$ cat src/rtl/sar_pkg.sv
`default_nettype none
// ============================================================================
// sar_pkg : shared types and constants for the SAR conversion sequencer
// Revision: 1.0
// ============================================================================
package sar_pkg;

    localparam int   NBITS_DEFAULT = 16;
    localparam logic POL_RESET     = 1'b1;

    typedef enum logic [2:0] {
        ST_IDLE    = 3'd0,
        ST_SAMPLE  = 3'd1,
        ST_SETTLE  = 3'd2,
        ST_COMPARE = 3'd3,
        ST_DONE    = 3'd4
    } sar_state_e;

    function automatic int max3(input int a, input int b, input int c);
        int m;
        m = (a > b) ? a : b;
        return (m > c) ? m : c;
    endfunction

endpackage
`default_nettype wire

$ cat src/rtl/sar_sequencer_if.sv
`default_nettype none
// ============================================================================
// sar_sequencer_if : start/comparator handshake and DAC drive bundle
// Revision: 1.0
// ============================================================================
interface sar_sequencer_if
    import sar_pkg::*;
#(
    parameter int NBITS = NBITS_DEFAULT
);
    logic             start;
    logic             comp_out;
    logic             comp_ack;
    logic             comp_req;
    logic             sample;
    logic [NBITS-1:0] dac_state;
    logic             dac_drive_invert;
    logic             busy;
    logic             done;
    logic [NBITS-1:0] result;
    logic             err;

    // Sequencer side
    modport master (
        input  start, comp_out, comp_ack,
        output comp_req, sample, dac_state, dac_drive_invert,
        output busy, done, result, err
    );

    // Requester / comparator side
    modport slave (
        output start, comp_out, comp_ack,
        input  comp_req, sample, dac_state, dac_drive_invert,
        input  busy, done, result, err
    );
endinterface
`default_nettype wire

$ cat src/rtl/sar_timer.sv
`default_nettype none
// ============================================================================
// sar_timer : loadable down-counter that stops at zero
// Revision: 1.0
// ============================================================================
module sar_timer #(
    parameter int WIDTH = 4
) (
    input  logic             clk,
    input  logic             rst,
    input  logic             load,
    input  logic [WIDTH-1:0] load_value,
    output logic [WIDTH-1:0] value,
    output logic             zero
);
    logic [WIDTH-1:0] r_count;

    always_ff @(posedge clk) begin
        if (rst) begin
            r_count <= '0;
        end else if (load) begin
            r_count <= load_value;
        end else if (r_count != '0) begin
            r_count <= r_count - 1'b1;
        end
    end

    assign value = r_count;
    assign zero  = (r_count == '0);
endmodule
`default_nettype wire

$ cat src/rtl/sar_sequencer.sv
`default_nettype none
// ============================================================================
// sar_sequencer : SAR ADC controller - sampling, per-bit settle/compare,
//                 comparator handshake with timeout, optional chopping
// Revision: 1.0
// ============================================================================
module sar_sequencer
    import sar_pkg::*;
#(
    parameter int NBITS          = NBITS_DEFAULT,
    parameter int SAMPLE_CYCLES  = 4,
    parameter int SETTLE_CYCLES  = 2,
    parameter int TIMEOUT_CYCLES = 15,
    parameter int CHOP_EN        = 0
) (
    input  logic            clk,
    input  logic            rst,
    sar_sequencer_if.master bus
);
    localparam int c_cnt_w = $clog2(max3(SAMPLE_CYCLES, SETTLE_CYCLES, TIMEOUT_CYCLES) + 1);
    localparam int c_ptr_w = (NBITS > 1) ? $clog2(NBITS) : 1;

    // Timer counts down to zero inclusive, so each phase loads its length minus one
    localparam logic [c_cnt_w-1:0] c_sample_load  = c_cnt_w'(SAMPLE_CYCLES - 1);
    localparam logic [c_cnt_w-1:0] c_settle_load  = c_cnt_w'(SETTLE_CYCLES - 1);
    localparam logic [c_cnt_w-1:0] c_timeout_load = c_cnt_w'(TIMEOUT_CYCLES - 1);
    localparam logic [c_ptr_w-1:0] c_ptr_msb      = c_ptr_w'(NBITS - 1);

    sar_state_e         r_state;
    logic [c_ptr_w-1:0] r_ptr;
    logic [NBITS-1:0]   r_dac;
    logic [NBITS-1:0]   r_result;
    logic               r_pol;
    logic               r_err;
    logic               r_sample;
    logic               r_comp_req;
    logic               r_busy;
    logic               r_done;

    logic               w_start_ok;
    logic               w_in_compare;
    logic               w_timeout;
    logic               w_decide;
    logic               w_d;
    logic [c_ptr_w-1:0] w_ptr_dec;
    logic [NBITS-1:0]   w_dac_decided;
    logic [NBITS-1:0]   w_dac_next;
    logic               w_tmr_load;
    logic [c_cnt_w-1:0] w_tmr_load_value;
    logic [c_cnt_w-1:0] w_tmr_value;
    logic               w_tmr_zero;

    sar_timer #(
        .WIDTH (c_cnt_w)
    ) u_timer (
        .clk        (clk),
        .rst        (rst),
        .load       (w_tmr_load),
        .load_value (w_tmr_load_value),
        .value      (w_tmr_value),
        .zero       (w_tmr_zero)
    );

    always_comb begin
        w_start_ok   = bus.start && ((r_state == ST_IDLE) || (r_state == ST_DONE));
        w_in_compare = (r_state == ST_COMPARE);
        w_timeout    = w_in_compare && !bus.comp_ack && (w_tmr_value == '0);
        w_decide     = w_in_compare && (bus.comp_ack || w_timeout);

        // pol=0 means the drivers are inverted, so the comparator sense flips too;
        // a timed-out bit is resolved as 0
        w_d = bus.comp_ack & (bus.comp_out ~^ r_pol);

        w_ptr_dec            = r_ptr - 1'b1;
        w_dac_decided        = r_dac;
        w_dac_decided[r_ptr] = w_d;
        w_dac_next           = w_dac_decided;
        if (r_ptr != '0) begin
            w_dac_next[w_ptr_dec] = 1'b1;
        end

        w_tmr_load       = 1'b0;
        w_tmr_load_value = '0;
        if (w_start_ok) begin
            w_tmr_load       = 1'b1;
            w_tmr_load_value = c_sample_load;
        end else if (((r_state == ST_SAMPLE) && w_tmr_zero) || (w_decide && (r_ptr != '0))) begin
            w_tmr_load       = 1'b1;
            w_tmr_load_value = c_settle_load;
        end else if ((r_state == ST_SETTLE) && w_tmr_zero) begin
            w_tmr_load       = 1'b1;
            w_tmr_load_value = c_timeout_load;
        end
    end

    always_ff @(posedge clk) begin
        if (rst) begin
            r_state    <= ST_IDLE;
            r_ptr      <= '0;
            r_dac      <= '0;
            r_result   <= '0;
            r_pol      <= POL_RESET;
            r_err      <= 1'b0;
            r_sample   <= 1'b0;
            r_comp_req <= 1'b0;
            r_busy     <= 1'b0;
            r_done     <= 1'b0;
        end else begin
            r_done <= 1'b0;
            case (r_state)
                ST_IDLE, ST_DONE: begin
                    // Polarity only ever changes between conversions
                    if ((r_state == ST_DONE) && (CHOP_EN != 0)) begin
                        r_pol <= ~r_pol;
                    end
                    if (bus.start) begin
                        r_state  <= ST_SAMPLE;
                        r_dac    <= '0;
                        r_ptr    <= c_ptr_msb;
                        r_err    <= 1'b0;
                        r_sample <= 1'b1;
                        r_busy   <= 1'b1;
                    end else begin
                        r_state <= ST_IDLE;
                    end
                end

                ST_SAMPLE: begin
                    if (w_tmr_zero) begin
                        r_state           <= ST_SETTLE;
                        r_sample          <= 1'b0;
                        r_dac[NBITS-1]    <= 1'b1;
                    end
                end

                ST_SETTLE: begin
                    if (w_tmr_zero) begin
                        r_state    <= ST_COMPARE;
                        r_comp_req <= 1'b1;
                    end
                end

                ST_COMPARE: begin
                    if (w_decide) begin
                        r_comp_req <= 1'b0;
                        if (w_timeout) begin
                            r_err <= 1'b1;
                        end
                        if (r_ptr != '0) begin
                            r_state <= ST_SETTLE;
                            r_ptr   <= w_ptr_dec;
                            r_dac   <= w_dac_next;
                        end else begin
                            r_state  <= ST_DONE;
                            r_dac    <= w_dac_decided;
                            r_result <= w_dac_decided;
                            r_done   <= 1'b1;
                            r_busy   <= 1'b0;
                        end
                    end
                end

                default: begin
                    r_state    <= ST_IDLE;
                    r_sample   <= 1'b0;
                    r_comp_req <= 1'b0;
                    r_busy     <= 1'b0;
                end
            endcase
        end
    end

    assign bus.comp_req         = r_comp_req;
    assign bus.sample           = r_sample;
    assign bus.dac_state        = r_dac;
    assign bus.dac_drive_invert = r_pol;
    assign bus.busy             = r_busy;
    assign bus.done             = r_done;
    assign bus.result           = r_result;
    assign bus.err              = r_err;
endmodule
`default_nettype wire

$ cat src/flat_wrapper.sv
// flat-port wrapper written by rule: the top's interface ports become plain ports
module sar_sequencer_flat import sar_pkg::*;
#(
    parameter int NBITS          = NBITS_DEFAULT,
    parameter int SAMPLE_CYCLES  = 4,
    parameter int SETTLE_CYCLES  = 2,
    parameter int TIMEOUT_CYCLES = 15,
    parameter int CHOP_EN        = 0
)
  (clk, rst, bus_start, bus_comp_out, bus_comp_ack, bus_comp_req, bus_sample, bus_dac_state, bus_dac_drive_invert, bus_busy, bus_done, bus_result, bus_err);
  sar_sequencer_if #(.NBITS(NBITS)) bus_i ();
  input  logic clk;
  input  logic rst;
  input wire logic [$bits(bus_i.start)-1:0] bus_start;
  input wire logic [$bits(bus_i.comp_out)-1:0] bus_comp_out;
  input wire logic [$bits(bus_i.comp_ack)-1:0] bus_comp_ack;
  output wire logic [$bits(bus_i.comp_req)-1:0] bus_comp_req;
  output wire logic [$bits(bus_i.sample)-1:0] bus_sample;
  output wire logic [$bits(bus_i.dac_state)-1:0] bus_dac_state;
  output wire logic [$bits(bus_i.dac_drive_invert)-1:0] bus_dac_drive_invert;
  output wire logic [$bits(bus_i.busy)-1:0] bus_busy;
  output wire logic [$bits(bus_i.done)-1:0] bus_done;
  output wire logic [$bits(bus_i.result)-1:0] bus_result;
  output wire logic [$bits(bus_i.err)-1:0] bus_err;
  assign bus_i.start = bus_start;
  assign bus_i.comp_out = bus_comp_out;
  assign bus_i.comp_ack = bus_comp_ack;
  assign bus_comp_req = bus_i.comp_req;
  assign bus_sample = bus_i.sample;
  assign bus_dac_state = bus_i.dac_state;
  assign bus_dac_drive_invert = bus_i.dac_drive_invert;
  assign bus_busy = bus_i.busy;
  assign bus_done = bus_i.done;
  assign bus_result = bus_i.result;
  assign bus_err = bus_i.err;
  sar_sequencer #(.NBITS(NBITS), .SAMPLE_CYCLES(SAMPLE_CYCLES), .SETTLE_CYCLES(SETTLE_CYCLES), .TIMEOUT_CYCLES(TIMEOUT_CYCLES), .CHOP_EN(CHOP_EN)) u_core (.clk(clk), .rst(rst), .bus(bus_i));
endmodule
$ cat config.mk
export PLATFORM = sky130hd
export DESIGN_NAME = sar_sequencer_flat
export DESIGN_NICKNAME = d
export VERILOG_FILES = /design/src/rtl/sar_pkg.sv /design/src/rtl/sar_sequencer_if.sv /design/src/rtl/sar_timer.sv /design/src/rtl/sar_sequencer.sv /design/src/flat_wrapper.sv
export SDC_FILE = /design/constraint.sdc
export NUM_CORES = 1
export LEC_CHECK = 0
export CAP_MARGIN = 5
export CORE_AREA = 2 2 77 79
export CTS_CLUSTER_SIZE = 25
export DETAILED_ROUTE_END_ITERATION = 8
export DIE_AREA = 0 0 79 81
export PLACE_DENSITY = 0.74
export SYNTH_ARGS = -nofsm -noshare
export SYNTH_HDL_FRONTEND = slang
export SYNTH_SLANG_ARGS = --single-unit
$ cat constraint.sdc
create_clock -name clk -period 1.8 [get_ports clk]
set_input_delay 0.18 -clock clk [delete_from_list [all_inputs] [get_ports clk]]
set_output_delay 0.18 -clock clk [all_outputs]
set_load 0.05 [all_outputs]
==> impl_metrics.tcl <==
set metrics [dict create \
    hp-class "flip-flop to flip-flop" \
    area_growth_pct 36.23 \
    cts_buffers 5 \
    clock_latency_ns 0.30 \
    fin_tns_setup_ns -0.3467 \
    hold_viol 0 \
    required_ns 2.04 \
    ys_types 46 \
    fmax_mhz 535.5 \
    drive_gt1_share_pct 21.19 \
    yosysSeqAreaShare_pct 36.91 \
    drc 0 \
    setup_slack_ns -0.06743 \
    avgSynthCellArea_um2 8.061 \
    synth_nets 337 \
    final_nets 401 \
    grtUsageTotal_pct 21.57 \
    synth_compound_area_share_pct 23.83 \
    clock_sinks 48 \
    path_clk_slew_ns 0.09 \
    numPortBuffers 41 \
    grt_overflow_total 0 \
    htreeDepth 2 \
    rsz0062_at_grt "true" \
    root_buffer "clkbuf_8" \
    synth_fa_ha_area_share_pct 4.325 \
    postSynthCellCount 323 \
    wl_per_cell_um 14.95 \
    grt_pass1_wl_mm 11.10 \
    first_global_vias 2334 \
    final_cell_area_um2 3547 \
    io_pins 43 \
    antenna_found_initial 0 \
    antennaDiodeCount 0 \
    place_area_um2 3293 \
    netlist_area_um2 2604 \
    maxCapViolCount 0 \
    die-area_um2 6399 \
    synthSimpleGateAreaFrac_pct 21.82 \
    grt_max_degree 49 \
    die_x_um 79 \
    start_util_pct 45.88 \
    synth.top_cell.area_share_pct 36.91 \
    violations "setup timing" \
    ir_drop_v 0.0008592 \
    cts_tree "built" \
    maxSlewHeadroom_pct 66.48 \
    clock_path_buffers 2 \
    core_area_um2 5675 \
    path_max_fanout 14 \
    rows 28 \
    async_flop_share_pct 0 \
    postRouteWirelength_mm 6.908 \
    worstHoldPathCells 2 \
    muxShareOfSynthArea_pct 5.430 \
    leakage_uw 0.001317 \
    finalClockSkew_ns 0.004798 \
    gp_congestion 0.9084 \
    synth_xor_xnor_area_share_pct 0.3364 \
    synthTopCellsByArea "dfxtp_1 (37%), a21oi_1 (7.1%), nor2_1 (6.2%)" \
    avgViaCountPerCell 5.686 \
    power_density_nw_per_um2 1156 \
    num-fill-cells 506 \
    synth-edff-count 0 \
    tightest_slew_ns 0.5012 \
    setup_violations 16 \
    ff2ff_path_depth 9 \
    dr.pass1.iters 5 \
    fin_crit_ns 1.867 \
    slew_violations 0 \
    synth_top_family_by_area "compound AO/OA/AOI/OAI gates" \
    cp_data_arrival_time_ns 2.11 \
    synth_area_leader_cell "dfxtp_1" \
    reg2reg_slack_ns -0.07 \
    endpoint_kind "flip-flop" \
    path_class "flip-flop to flip-flop" \
    die_h_um 81 \
    num_vias 2627 \
    synth-seq-cells 48 \
    yosys_warnings 0 \
    dp_hpwl_mm 4.720 \
    fin_crit_sh_pct 103.7 \
    synth_flop_cell "dfxtp_1" \
    outcome "complete, but fails checks" \
    worstSetupStartpointType "flip-flop" \
    antenna_left 0 \
    drt_iter0_markers 299 \
]
timing repair:
action,4_1_cts,5_1_grt
setup buffers,0,3
endpoints found under the setup margin,32,36
resized for setup,9,14
pin swaps,0,5
hold buffers,0,0
cloned,0,1
flip-flops by register name (all words and copies together), names as in the netlist:
signal / cells
u_core.bus.sample: 1
u_core.u_timer.value: 4
u_core.r_ptr: 4
u_core.bus.comp_req: 1
u_core.r_state: 3
u_core.bus.err: 1
u_core.bus.dac_state: 16
u_core.bus.done: 1
u_core.bus.result: 16
u_core.bus.busy: 1
report_power, final:
| group | switching (µW) | internal [µW] |
|---|---|---|
| registers | 116 | 1180 |
| logic | 1080 | 820 |
| clock network | 362 | 547 |
layout by cell type (no fill, tap or decap), types with 7 or more instances in the layout:
cell type and count:
buf_4 40, dfxtp_1 46, clkdlybuf4s50_1 40, nand3_1 19, mux2i_1 13, nor2_1 41, a21oi_1 30, nand2_1 19
nor3_1 7, inv_1 7, a31oi_1 10, ha_1 7, a211oi_1 13
cell type report:
cell class | instances | area, µm² | area share, %
Clock buffer | 5 | 68.82 | 1.940
Clock inverter | 2 | 60.06 | 1.693
Tap cell | 75 | 93.84 | 2.646
Timing Repair Buffer | 85 | 788.3 | 22.22
Inverter | 9 | 33.78 | 0.9524
Sequential cell | 48 | 963.4 | 27.16
Multi-Input combinational cell | 238 | 1539 | 43.39
kinds of logic after synthesis:
kind of cell	Yosys count
DFF	48
and+or+nand+nor	118
AOI/OAI and AO/OA	95
muxes	14
adders and majority gates	9
xor gates and xnor gates	1
buffers and inverters	37
other	1
worst paths after layout:
path | start | endpoint
max reg2reg | u_core.u_timer.value[1] | u_core.bus.result[4]
min reg2reg | u_core.bus.result[0] | u_core.bus.result[0]
min | u_core.bus.result[0] | u_core.bus.result[0]
max | u_core.u_timer.value[1] | u_core.bus.result[4]
metrics by stage:
| step | setup WS, ns | util, % | hold slack [ns] | total power, µW | std cells |
|---|---|---|---|---|---|
| after floorplan | -0.009753 | - | 0.3595 | 2440 | 323 |
| after global placement | -0.02827 | 58.02 | 0.4456 | 2999 | 451 |
| after CTS | -0.001470 | 60.69 | 0.4677 | 3998 | 458 |
| final | -0.06743 | 62.50 | 0.4644 | 4101 | 462 |
| after detailed placement | -0.09529 | 58.02 | 0.4533 | 3016 | 451 |
| after global routing | -0.1180 | 62.50 | 0.4982 | 4352 | 462 |
metal layers:
metal,track usage [%],up-vias,part of all wire (%)
li1,-,1282,-
met1,29.49,1237,44
met2,35.42,96,49
met3,3.778,12,5.4
met4,5.517,0,1.5
met5,0,-,0
worst max-delay path, cell delays in order (launching register included):
cell,delay (ns)
dfxtp_2,0.33
inv_2,0.07
ha_4,0.14
or3b_4,0.41
a21o_4,0.25
nor2_4,0.14
buf_4,0.15
clkbuf_16,0.16
nand2_1,0.06
a21oi_1,0.11
Yosys cell counts, types with 2 or more instances:
master and instances:
o21ai_0 8, o22ai_1 5, a311oi_1 6, inv_1 9, nor3_1 8, or3_1 2
buf_2 3, a211oi_1 14, nand3_1 19, nand3b_1 5, nor2_1 43, mux2i_1 13
buf_6 4, buf_4 4, a211oi_2 2, clkbuf_1 16, nor3b_1 4, dfxtp_1 48
ha_1 9, nand2b_1 5, and2_1 4, o31ai_1 2, nand2_1 19, o2bb2ai_1 2
a21oi_1 37, a31oi_1 10, nor2b_1 3
No activity file was read; power rests on OpenSTA's default activity.
